<file path="config.mk">
export PLATFORM = sky130hd
export DESIGN_NAME = cbudlce_nch
export DESIGN_NICKNAME = d
export VERILOG_FILES = /design/src/rtl/cbudlce_nch_pkg.sv /design/src/rtl/cbudlce_ch.sv /design/src/rtl/cbudlce_nch.sv
export SDC_FILE = /design/constraint.sdc
export NUM_CORES = 1
export LEC_CHECK = 0
export CELL_PAD_IN_SITES_DETAIL_PLACEMENT = 0
export CELL_PAD_IN_SITES_GLOBAL_PLACEMENT = 2
export CORE_MARGIN = 2
export CORE_UTILIZATION = 24
export CTS_BUF_LIST = sky130_fd_sc_hd__clkbuf_16
export DETAILED_ROUTE_END_ITERATION = 8
export PLACE_DENSITY_LB_ADDON = 0.1
export SYNTH_ARGS = -nofsm -noshare
export SYNTH_HDL_FRONTEND = slang
export SYNTH_SLANG_ARGS = --single-unit
</file>
<file path="constraint.sdc">
create_clock -name CLK -period 3.2 [get_ports CLK]
set_input_delay 0.64 -clock CLK [delete_from_list [all_inputs] [get_ports CLK]]
set_output_delay 0.64 -clock CLK [all_outputs]
set_load 0.02 [all_outputs]
</file>
<file path="src/rtl/cbudlce_nch_pkg.sv">
// rtl/cbudlce_nch_pkg.sv - shared constants and helpers for the cbudlce_nch counter bank
// Direction/mode constants, load clamp and bitwise majority vote.
package cbudlce_nch_pkg;

  localparam logic DIR_UP = 1'b1;
  localparam logic DIR_DN = 1'b0;

  localparam int unsigned MODE_WRAP = 0;
  localparam int unsigned MODE_SAT  = 1;

  function automatic int unsigned clamp_min(input int unsigned value, input int unsigned max_val);
    return (value > max_val) ? max_val : value;
  endfunction

  function automatic logic [31:0] vote(input logic [31:0] a, input logic [31:0] b,
                                       input logic [31:0] c);
    return (a & b) | (a & c) | (b & c);
  endfunction

endpackage

</file>
<file path="src/rtl/cbudlce_ch.sv">
// rtl/cbudlce_ch.sv - one up/down counter channel with load, clear, wrap/saturate and sticky OVF
// CBUDLCE_TMR_EN selects triplicated, self-correcting Q/OVF state.
module cbudlce_ch
  import cbudlce_nch_pkg::*;
#(
  parameter int unsigned Width  = 4,
  parameter int unsigned MaxVal = (2 ** Width) - 1,
  parameter int unsigned Sat    = MODE_WRAP
) (
  input  logic             CLK,
  input  logic             RST,
  input  logic             ce,
  input  logic             up,
  input  logic             ld,
  input  logic             clr,
  input  logic [Width-1:0] din,
  output logic [Width-1:0] q,
  output logic             tc,
  output logic             ovf
);

  localparam logic [Width-1:0] MAX_Q = Width'(MaxVal);

  logic [Width-1:0] q_nxt;
  logic             ovf_nxt;

  // q above MAX_Q is only reachable by an upset; treat it like the terminal value
  always_comb begin
    q_nxt   = q;
    ovf_nxt = ovf;
    if (clr) begin
      q_nxt   = '0;
      ovf_nxt = 1'b0;
    end else if (ld) begin
      q_nxt = Width'(clamp_min(32'(din), MaxVal));
    end else if (ce) begin
      if (up == DIR_UP) begin
        if (q >= MAX_Q) begin
          q_nxt   = (Sat == MODE_SAT) ? MAX_Q : '0;
          ovf_nxt = 1'b1;
        end else begin
          q_nxt = q + 1'b1;
        end
      end else begin
        if (q == '0) begin
          q_nxt   = (Sat == MODE_SAT) ? '0 : MAX_Q;
          ovf_nxt = 1'b1;
        end else begin
          q_nxt = q - 1'b1;
        end
      end
    end
  end

  assign tc = ce & ((up & (q == MAX_Q)) | (~up & (q == '0)));

`ifdef CBUDLCE_TMR_EN
  (* syn_preserve = 1 *) logic [Width-1:0] q_a, q_b, q_c;
  (* syn_preserve = 1 *) logic             ovf_a, ovf_b, ovf_c;

  // every copy takes the voted next state each clock, so one upset heals in a cycle
  always_ff @(posedge CLK or posedge RST) begin
    if (RST) begin
      q_a   <= '0;
      q_b   <= '0;
      q_c   <= '0;
      ovf_a <= 1'b0;
      ovf_b <= 1'b0;
      ovf_c <= 1'b0;
    end else begin
      q_a   <= q_nxt;
      q_b   <= q_nxt;
      q_c   <= q_nxt;
      ovf_a <= ovf_nxt;
      ovf_b <= ovf_nxt;
      ovf_c <= ovf_nxt;
    end
  end

  assign q   = Width'(vote(32'(q_a), 32'(q_b), 32'(q_c)));
  assign ovf = 1'(vote(32'(ovf_a), 32'(ovf_b), 32'(ovf_c)));
`else
  logic [Width-1:0] q_r;
  logic             ovf_r;

  always_ff @(posedge CLK or posedge RST) begin
    if (RST) begin
      q_r   <= '0;
      ovf_r <= 1'b0;
    end else begin
      q_r   <= q_nxt;
      ovf_r <= ovf_nxt;
    end
  end

  assign q   = q_r;
  assign ovf = ovf_r;
`endif

endmodule

</file>
<file path="src/rtl/cbudlce_nch.sv">
// rtl/cbudlce_nch.sv - bank of NCh independent cbudlce_ch counters (CBUDLCE_TMR_EN for TMR state)
module cbudlce_nch
  import cbudlce_nch_pkg::*;
#(
  parameter int unsigned Width  = 4,
  parameter int unsigned NCh    = 1,
  parameter int unsigned MaxVal = (2 ** Width) - 1,
  parameter int unsigned Sat    = MODE_WRAP
) (
  input  logic                 CLK,
  input  logic                 RST,
  input  logic [NCh-1:0]       CE,
  input  logic [NCh-1:0]       UP,
  input  logic [NCh-1:0]       LD,
  input  logic [NCh*Width-1:0] DIN,
  input  logic [NCh-1:0]       CLR,
  output logic [NCh*Width-1:0] Q,
  output logic [NCh-1:0]       TC,
  output logic [NCh-1:0]       OVF
);

  for (genvar i = 0; i < NCh; i++) begin : g_ch
    cbudlce_ch #(
      .Width (Width),
      .MaxVal(MaxVal),
      .Sat   (Sat)
    ) u_ch (
      .CLK(CLK),
      .RST(RST),
      .ce (CE[i]),
      .up (UP[i]),
      .ld (LD[i]),
      .clr(CLR[i]),
      .din(DIN[i*Width +: Width]),
      .q  (Q[i*Width +: Width]),
      .tc (TC[i]),
      .ovf(OVF[i])
    );
  end

endmodule

</file>
==> results of run 1 <==
cells by family (layout without fill, tap and decap cells):
group	Yosys count	in the layout
xor+xnor	2	2
compound gates	17	17
fa+ha+maj	3	3
simple gates	12	12
buf+inv	8	28
flops	5	5
mux	2	2
power breakdown:
group	internal (uW)	switching (uW)	leakage [uW]
Sequential	68.0	6.58	0.0000660
Combinational	38.4	34.7	0.000196
Clock	162	37.8	0.0000423
worst reg2reg max path, stage by stage (launching register included):
cell and delay (ns):
dfrtp_1 0.42, inv_1 0.14, ha_1 0.21, or4b_1 0.44
a21boi_1 0.24, a21oi_1 0.11, nor2_1 0.09
layer usage:
layer  routed length [microns]  share of wire [%]  track usage (%)
met5                         0                  0                0
met1                       550                 50             16.9
met3                        44                4.0             3.97
met2                       501                 45             17.2
met4                         7               0.63             5.29
flip-flops by register name, summed over array words and instances, names as in the netlist:
name	cells
g_ch.u_ch.ovf	1
g_ch.u_ch.q	4
cell type report:
cell class | count | area share, %
well taps | 17 | 3.13
repair buffers | 18 | 25.4
multi-input cells | 36 | 38.1
flip-flops and latches | 5 | 18.4
clock inverters | 1 | 0.552
clock buffers | 3 | 11.0
inverters | 6 | 3.31
metrics by stage:
| step | power, uW | hold WS [ns] |
|---|---|---|
| floorplan | 114 | 0.419 |
| global placement | 149 | 0.513 |
| detailed placement | 149 | 0.510 |
| CTS | 353 | 0.521 |
| global route | 362 | 0.545 |
| finish | 347 | 0.512 |
Yosys cell counts, types with 2 or more instances:
library cell and instances:
nand2_1 5, dfrtp_1 5, inv_1 4, o21ai_0 2
xor2_1 2, inv_2 2, a21oi_1 7, ha_1 3
nor2_1 2
final timing paths:
path                                            endpoint  slack (ns)                     startpoint
max                                                   TC        0.13                             UP
min                         g_ch[0].u_ch.ovf$_DFFE_PP0P_        0.51   g_ch[0].u_ch.ovf$_DFFE_PP0P_
max reg2reg                 g_ch[0].u_ch.ovf$_DFFE_PP0P_        1.49  g_ch[0].u_ch.q[1]$_DFFE_PP0P_
min reg2reg                 g_ch[0].u_ch.ovf$_DFFE_PP0P_        0.51   g_ch[0].u_ch.ovf$_DFFE_PP0P_
max in group asynchronous  g_ch[0].u_ch.q[0]$_DFFE_PP0P_        2.43                            RST
min in group asynchronous  g_ch[0].u_ch.q[1]$_DFFE_PP0P_        0.61                            RST
==> reports/qor.tcl, run 1 <==
set qor(dpl_worst_slack_ns) 0.136
set qor(power_density_mw_per_mm2) 511
set qor(synthesis.area_sq_um) 415
set qor(yosys.cell_types.count) 26
set qor(diodes) 0
set qor(die_width_microns) 45.6
set qor(rows) 15
set qor(layout.cells.most_common_list) {clkdlybuf4s50_1, a21oi_1, nand2_1, inv_1, dfrtp_1}
set qor(hold-path-cell-count) 2
set qor(setup_violators_final) 0
set qor(finalHoldViolCount) 0
set qor(crit_path_top_delay_cell) {clkdlybuf4s50_1}
set qor(dp_hpwl_microns) 868
set qor(setup.worst_path.start_class) {primary input}
set qor(placer_congestion) 0.715
set qor(power.ir.vdd_worst_mv) 0.516
set qor(synthesis.instances) 49
set qor(drt-total-wl_microns) 1100
set qor(drt_pre_antenna_iters) 3
set qor(drt.antenna.violating_nets) 0
set qor(htree_levels) 1
set qor(synth-seq-area-share_pct) 30.1
set qor(slew_viol_final) 0
set qor(grt_setup_unrepaired) {false}
set qor(synthXorXnorAreaFrac_pct) 4.22
set qor(critical_path.most_common_cell) {clkdlybuf4s50_1}
set qor(wire_per_inst_microns) 12.8
set qor(synth_compound_gate_area_share_pct) 28.9
set qor(mapped_avg_cell_area_sq_um) 8.48
set qor(cts_repair_resize_count) 0
set qor(post_route_cells_drive_above_1_share_pct) 14.5
set qor(tritoncts) {yes}
set qor(final.setup.worst_slack_ns) 0.131
set qor(grt_max_degree) 10
set qor(cts.sinks) 5
set qor(timing.critical_path.slowest_cell_delay_ns) 0.65
set qor(dominantRegCellSynth) {dfrtp_1}
set qor(netlist_top_cells_area) {dfrtp_1, ha_1, a21oi_1}
set qor(seq_area_sq_um) 125
set qor(grt-ovfl-total) 0
set qor(cp_max_fo) 2
set qor(die_footprint_sq_mm) 0.00208
set qor(critical_path_buf_inv_count) 2
set qor(final_min_period_over_clock_period_pct) 95.9
set qor(run_status) {complete, no violations}
set qor(areaGrowthSynthToFinish_pct) 63.6
set qor(power_leakage_uw) 0.000304
set qor(multi_input_area_sq_um) 259
set qor(clkSlewWorstSetupHoldPaths_ns) 0.03
set qor(gate_family_responsible_for_the_most_delay_along_the_worst_path) {buffers and inverters}
set qor(yosys-mux-area-fraction_pct) 5.12
set qor(number_of_synthesized_flops_with_an_enable_pin) 0
set qor(max_slew.worst_pin.slew_ns) 0.276
set qor(boundaryPins) 16
set qor(endpoint_kind) {primary output}
set qor(grt_pass1_wl_microns) 1760
set qor(mostFrequentLayoutCell) {clkdlybuf4s50_1}
set qor(dr.first_iter.drc_count) 1
set qor(synth_adder_area_share_pct) 9.04
set qor(floorplan.core_area_sq_mm) 0.00167
set qor(cp_cell_sequence) {clkdlybuf4s50_1 > or4b_1 > a21boi_1 > clkdlybuf4s50_1}
set qor(finalNetCount) 83
set qor(ys_seq_elements) 5
set qor(required_ns) 2.56
set qor(vias_per_cell) 4.94
set qor(max-clock-path-buffers) 2
set qor(antenna_found_initial) 0
set qor(achievable_frequency_ghz) 0.326
set qor(worst_r2r_path_depth) 6
set qor(dp_cells) 82
set qor(finalSetupTns_ns) 0
set qor(die_h_microns) 45.6
set qor(clk-insertion-delay-late_ns) 0.22
set qor(worst_path_depth) 4
set qor(relSlewSlack_pct) 81.4
set qor(vias) 425
set qor(worst_ep_arrival_time_ns) 2.43
set qor(worst-setup-path-type) {primary input to primary output}
set qor(netlist.top_cell.by_area) {dfrtp_1}
set qor(timing.max_cap.violations) 0
set qor(dpl-instance-area_sq_um) 601
set qor(fin_worst_skew_ns) 0.00109
set qor(share_of_the_synthesized_area_in_the_top_cell_type_pct) 30.1
set qor(fraction_of_the_mapped_netlist_area_in_simple_logic_gates_pct) 15.1
set qor(yosys_warnings) 0
set qor(port_buffers) 15
set qor(drcViolationCount) 0
set qor(async_reset_ff_share_pct) 100
set qor(final_area_sq_um) 679
set qor(min_period_ns) 3.07
set qor(finalNonFillerCells) 86
set qor(first_global_vias) 384
set qor(holdBufCountCts) 0
set qor(numCtsBuffers) 3
set qor(fin_util_pct) 40.7
set qor(synth_top_family_by_area) {compound AO/OA/AOI/OAI gates}
set qor(cts_setup_buffers) 0
set qor(hold_path_class) {flip-flop to flip-flop}
set qor(layout.filler_cells) 178
set qor(groute.usage.overall_pct) 12.2
set qor(ctsRootBufferMaster) {clkbuf_16}
set qor(floorplan.initialDensity_pct) 24.9
set qor(synth_nets) 62
Note: power is estimated with default switching activity, not from simulation.
==> run 2, diff against run 1 <==
--- a/config.mk
+++ b/config.mk
@@ -12,6 +12,7 @@
 export CTS_BUF_LIST = sky130_fd_sc_hd__clkbuf_16
 export DETAILED_ROUTE_END_ITERATION = 8
 export PLACE_DENSITY_LB_ADDON = 0.1
+export SETUP_SLACK_MARGIN = 0.5
 export SYNTH_ARGS = -nofsm -noshare
 export SYNTH_HDL_FRONTEND = slang
 export SYNTH_SLANG_ARGS = --single-unit
==> run 2 against run 1 <==
Via count up 0.24%. Clock skew is 0.00080 ns higher. Highest routed layer unchanged. Final cell count unchanged. Largest power group unchanged. Critical path depth unchanged. Power rose by 0.15%. Critical endpoint unchanged. Sequential power barely moved.
==> reports/qor.tcl, run 2 (synthesized netlist as in run 1, its figures left out) <==
set qor(run_status) {complete, no violations}
set qor(slew_viol_final) 0
set qor(finalNonFillerCells) 86
set qor(finalPower_uw) 348
set qor(drt_pre_antenna_iters) 3
set qor(hold-worst-slack_ns) 0.512
set qor(grt_pass1_wl_microns) 1750
set qor(numCtsBuffers) 3
set qor(layout.cells.most_common_list) {clkdlybuf4s50_1, a21oi_1, nand2_1, inv_1, dfrtp_1}
set qor(worst_ep_arrival_time_ns) 1.94
set qor(final_min_period_over_clock_period_pct) 80.6
set qor(grt_util_met1_pct) 16.7
set qor(drt-total-wl_microns) 1110
set qor(routing_usage_on_met2_pct) 17.2
set qor(max-clock-path-buffers) 2
set qor(timing.critical_path.slowest_cell_delay_ns) 0.49
set qor(groute.usage.overall_pct) 12.2
set qor(dpl-instance-area_sq_um) 601
set qor(holdBufCountCts) 0
set qor(relSlewSlack_pct) 81.4
set qor(power.share.clock_pct) 57.6
set qor(die_width_microns) 45.6
set qor(min_period_ns) 2.58
set qor(max_slew.worst_pin.slew_ns) 0.276
set qor(finalHoldViolCount) 0
set qor(cp_cell_sequence) {clkdlybuf4s50_1 > or4b_1 > a21boi_2 > buf_2}
set qor(clk-insertion-delay-late_ns) 0.22
set qor(grt_setup_unrepaired) {false}
set qor(drcViolationCount) 0
set qor(timing.max_cap.violations) 0
set qor(placer_congestion) 0.715
set qor(ctsRootBufferMaster) {clkbuf_16}
set qor(wire_per_inst_microns) 12.8
set qor(cts_repair_resize_count) 4
set qor(setup_violators_final) 0
set qor(vias_per_cell) 4.95
set qor(floorplan.core_area_sq_mm) 0.00167
set qor(post_route_cells_drive_above_1_share_pct) 17.4
set qor(endpoint_kind) {primary output}
set qor(power_frac_seq_pct) 21.4
set qor(switchingPower_uw) 80.0
set qor(boundaryPins) 16
set qor(cts_setup_buffers) 0
set qor(cts.sinks) 5
set qor(port_buffers) 15
set qor(proportion_of_power_drawn_by_combinational_gates_pct) 21.0
set qor(first_global_vias) 386
set qor(dp_hpwl_microns) 868
set qor(antenna_found_initial) 0
set qor(areaGrowthSynthToFinish_pct) 63.3
set qor(die_h_microns) 45.6
set qor(use_met3_pct) 3.97
set qor(clkSlewWorstSetupHoldPaths_ns) 0.03
set qor(dp_cells) 82
set qor(power.ir.vdd_worst_mv) 0.517
set qor(achievable_frequency_ghz) 0.388
set qor(final_area_sq_um) 678
set qor(die_footprint_sq_mm) 0.00208
set qor(power_leakage_uw) 0.000306
set qor(rows) 15
set qor(vias) 426
set qor(tritoncts) {yes}
set qor(hold_path_class) {flip-flop to flip-flop}
set qor(switching_share_pct) 23.0
set qor(power_density_mw_per_mm2) 512
set qor(setup.worst_path.start_class) {primary input}
set qor(grt-busiest-layer) {met2}
set qor(drt.antenna.violating_nets) 0
set qor(grt_max_degree) 10
set qor(power_report.internal_total_uw) 268
set qor(diodes) 0
set qor(mostFrequentLayoutCell) {clkdlybuf4s50_1}
set qor(grt-ovfl-total) 0
set qor(floorplan.initialDensity_pct) 24.9
set qor(worst-setup-path-type) {primary input to primary output}
set qor(required_ns) 2.56
set qor(fin_worst_skew_ns) 0.00189
set qor(dr.first_iter.drc_count) 1
set qor(cp_max_fo) 2
set qor(largest_register_ff_count) 4
set qor(crit_path_top_delay_cell) {or4b_1}
set qor(finalSetupTns_ns) 0
set qor(finalNetCount) 83
set qor(htree_levels) 1
[run 2: cell count changes in the layout (fill, tap and decap cells not counted)]
cell / before / now
clkdlybuf4s50_1: 15 / 14
a21boi_2: 0 / 1
buf_2: 0 / 1
a21boi_1: 1 / 0
[run 2: final cells by class]
cell class                      count  area (sq um)
Fill cell                         177           992
Tap cell                           17          21.3
Timing Repair Buffer               18           168
Inverter                            6          22.5
Multi-Input combinational cell     36           263
Clock buffer                        3          75.1
Sequential cell                     5           125
Clock inverter                      1          3.75
[run 2: power by group through the flow]
| stage | clock network [uW] | logic, uW | registers [uW] |
|---|---|---|---|
| 6_report | 200 | 72.9 | 74.5 |
| 5_1_grt | 206 | 79.8 | 75.6 |
| 4_1_cts | 204 | 74.5 | 74.6 |
| 3_5_place_dp | 0 | 73.7 | 75.2 |
| 3_3_place_gp | 0 | 74.0 | 75.2 |
| 2_1_floorplan | 0 | 33.7 | 80.2 |
[run 2: per-stage QoR]
step	utilization, %	setup WS, ns
3_3_place_gp	36.0	0.143
6_report	40.6	0.622
3_5_place_dp	36.0	0.136
4_1_cts	41.0	0.513
5_1_grt	40.6	0.581
2_1_floorplan	-	0.914
[run 2: routing by layer]
layer | share of wire (%) | up-vias
li1 | - | 216
met1 | 50 | 197
met2 | 45 | 11
met3 | 3.8 | 2
met4 | 0.63 | 0
met5 | 0 | -
[run 2: path summary, 6_finish.rpt]
| check | endpoint | cells past startpoint | slack [ns] | startpoint |
|---|---|---|---|---|
| worst min register to register | g_ch[0].u_ch.ovf$_DFFE_PP0P_ | 2 | 0.51 | g_ch[0].u_ch.ovf$_DFFE_PP0P_ |
| worst min-delay path | g_ch[0].u_ch.ovf$_DFFE_PP0P_ | 2 | 0.51 | g_ch[0].u_ch.ovf$_DFFE_PP0P_ |
| worst max-delay path | TC | 4 | 0.62 | UP |
| worst max register to register | g_ch[0].u_ch.ovf$_DFFE_PP0P_ | 6 | 1.54 | g_ch[0].u_ch.q[1]$_DFFE_PP0P_ |
| max in group asynchronous | g_ch[0].u_ch.q[0]$_DFFE_PP0P_ | 2 | 2.43 | RST |
| min in group asynchronous | g_ch[0].u_ch.q[1]$_DFFE_PP0P_ | 2 | 0.61 | RST |
[run 2: critical path, delay by kind of cell]
| family | cells | cell delay [ns] |
|---|---|---|
| AO/OA/AOI/OAI | 1 | 0.19 |
| AND/OR/NAND/NOR | 1 | 0.49 |
| buffers and inverters | 2 | 0.62 |
==> run 3, diff against run 2 <==
--- a/config.mk
+++ b/config.mk
@@ -8,7 +8,7 @@
 export CELL_PAD_IN_SITES_DETAIL_PLACEMENT = 0
 export CELL_PAD_IN_SITES_GLOBAL_PLACEMENT = 2
 export CORE_MARGIN = 2
-export CORE_UTILIZATION = 24
+export CORE_UTILIZATION = 22
 export CTS_BUF_LIST = sky130_fd_sc_hd__clkbuf_16
 export DETAILED_ROUTE_END_ITERATION = 8
 export PLACE_DENSITY_LB_ADDON = 0.1
==> constraint.sdc (replaced) <==
create_clock -name CLK -period 2.6 [get_ports CLK]
set_input_delay 0.52 -clock CLK [delete_from_list [all_inputs] [get_ports CLK]]
set_output_delay 0.52 -clock CLK [all_outputs]
set_load 0.02 [all_outputs]
==> run 3 against run 2 <==
Worst setup slack got worse by 0.13 ns. Power rose by 27%. Clock power rose by 23%. Design area rose by 11%. Final cell count rose by 16%. Routed wire length fell by 2.7%. Critical path depth rose by 1. Clock-buffer cell count did not move. Critical path type is now flip-flop to primary output. Critical endpoint unchanged. Largest cell class unchanged. Highest routed layer is now met3.
==> reports/qor.tcl, run 3 (synthesized netlist as in run 1, its figures left out) <==
set qor(dr.first_iter.drc_count) 1
set qor(vias) 432
set qor(areaGrowthSynthToFinish_pct) 81.0
set qor(finalHoldViolCount) 0
set qor(worst_ep_arrival_time_ns) 1.59
set qor(die_footprint_sq_mm) 0.00225
set qor(grt_max_degree) 9
set qor(layout.cells.most_common_list) {clkdlybuf4s50_1, buf_4, a21oi_1}
set qor(tritoncts) {yes}
set qor(achievable_frequency_ghz) 0.475
set qor(dp_hpwl_microns) 845
set qor(drt_pre_antenna_iters) 3
set qor(worst-setup-path-type) {flip-flop to primary output}
set qor(numCtsBuffers) 3
set qor(timing.max_cap.violations) 0
set qor(max_slew.worst_pin.slew_ns) 0.265
set qor(final_min_period_over_clock_period_pct) 81.0
set qor(groute.usage.overall_pct) 12.0
set qor(htree_levels) 1
set qor(clk-insertion-delay-late_ns) 0.22
set qor(grt_pass1_wl_microns) 1880
set qor(power_density_mw_per_mm2) 589
set qor(dp_cells) 94
set qor(finalNetCount) 89
set qor(rows) 15
set qor(min_period_ns) 2.11
set qor(power.ir.vdd_worst_mv) 0.363
set qor(grt_setup_unrepaired) {true}
set qor(largest_register_ff_count) 4
set qor(ctsRootBufferMaster) {clkbuf_16}
set qor(clkSlewWorstSetupHoldPaths_ns) 0.03
set qor(drt-total-wl_microns) 1080
set qor(fin_util_pct) 43.1
set qor(run_status) {complete, no violations}
set qor(setup.worst_path.start_class) {flip-flop}
set qor(max-clock-path-buffers) 2
set qor(grt-ovfl-total) 0
set qor(first_global_vias) 458
set qor(switching_share_pct) 22.9
set qor(die_h_microns) 47.5
set qor(drt.antenna.violating_nets) 0
set qor(power_leakage_uw) 0.000339
set qor(cts.sinks) 5
set qor(power_report.internal_total_uw) 341
set qor(wire_per_inst_microns) 10.8
set qor(boundaryPins) 16
set qor(die_width_microns) 47.5
set qor(placer_congestion) 0.741
set qor(power_frac_seq_pct) 19.6
set qor(endpoint_kind) {primary output}
set qor(power.share.clock_pct) 55.8
set qor(port_buffers) 15
set qor(finalNonFillerCells) 100
set qor(diodes) 0
set qor(setup_violators_final) 0
set qor(finalPower_uw) 443
set qor(vias_per_cell) 4.32
set qor(proportion_of_power_drawn_by_combinational_gates_pct) 24.6
set qor(mostFrequentLayoutCell) {clkdlybuf4s50_1}
set qor(relSlewSlack_pct) 82.2
set qor(fin_worst_skew_ns) 0.00105
set qor(floorplan.initialDensity_pct) 23.8
set qor(floorplan.core_area_sq_mm) 0.00175
set qor(switchingPower_uw) 101
set qor(hold_path_class) {primary input to async pin}
set qor(drcViolationCount) 0
set qor(required_ns) 2.08
set qor(cp_max_fo) 3
set qor(antenna_found_initial) 0
set qor(slew_viol_final) 0
set qor(layout.filler_cells) 184
set qor(post_route_cells_drive_above_1_share_pct) 28.0
set qor(hold-worst-slack_ns) 0.504
[run 3: cell count changes in the layout (fill, tap and decap cells not counted), sizes merged]
cell           delta
buf               +6
clkdlybuf4s15     +1
clkdlybuf4s50     -1
[run 3: layer usage]
metal / vias to the layer above / wire length (microns) / part of all wire, % / global-route usage (%)
li1: 230 / - / - / -
met1: 194 / 512 / 48 / 15.2
met2: 8 / 525 / 49 / 18.9
met3: 0 / 37 / 3.4 / 2.64
met4: 0 / 0 / 0 / 6.67
met5: - / 0 / 0 / 0
[run 3: per-stage QoR]
stage,setup TNS (ns),setup slack (ns),cell area [sq um]
2_1_floorplan,0,0.577,419
3_3_place_gp,-0.134,-0.134,644
3_5_place_dp,-0.145,-0.145,644
4_1_cts,0,0.483,752
5_1_grt,0,0.421,752
6_report,0,0.495,752
[run 3: final timing paths]
kind,cells past startpoint,end,slack [ns],from
min,2,g_ch[0].u_ch.ovf$_DFFE_PP0P_,0.50,RST
max in group asynchronous,2,g_ch[0].u_ch.q[0]$_DFFE_PP0P_,1.91,RST
min in group CLK,2,g_ch[0].u_ch.ovf$_DFFE_PP0P_,0.51,g_ch[0].u_ch.ovf$_DFFE_PP0P_
max,5,TC,0.49,g_ch[0].u_ch.q[0]$_DFFE_PP0P_
min reg2reg,2,g_ch[0].u_ch.ovf$_DFFE_PP0P_,0.51,g_ch[0].u_ch.ovf$_DFFE_PP0P_
max reg2reg,7,g_ch[0].u_ch.q[2]$_DFFE_PP0P_,0.96,g_ch[0].u_ch.q[0]$_DFFE_PP0P_
[run 3: worst max-delay path, stage by stage (launching register included)]
cell and delay, ns:
dfrtp_1 0.37, inv_2 0.09, ha_4 0.13, or4b_4 0.45, a21boi_2 0.16, buf_4 0.16
[run 3: cell type report]
cell class	count	area, sq um	area share (%)
multi-input cells	36	279	37.1
repair buffers	24	215	28.6
clock buffers	3	75.1	9.98
inverters	6	22.5	3.00
clock inverters	1	3.75	0.499
well taps	25	31.3	4.16
flip-flops and latches	5	125	16.6
[run 3: what timing repair did]
action,4_1_cts,5_1_grt
hold buffers,0,0
endpoints found under the setup margin,1,1
setup buffers,2,0
pin swaps,3,0
resized for setup,11,0
[run 3: power groups by stage]
stage	clock [uW]	combinational, uW	sequential [uW]
2_1_floorplan	0	42.2	98.7
3_3_place_gp	0	103	87.6
3_5_place_dp	0	101	87.3
4_1_cts	250	109	86.7
5_1_grt	258	121	87.3
6_report	247	109	86.6
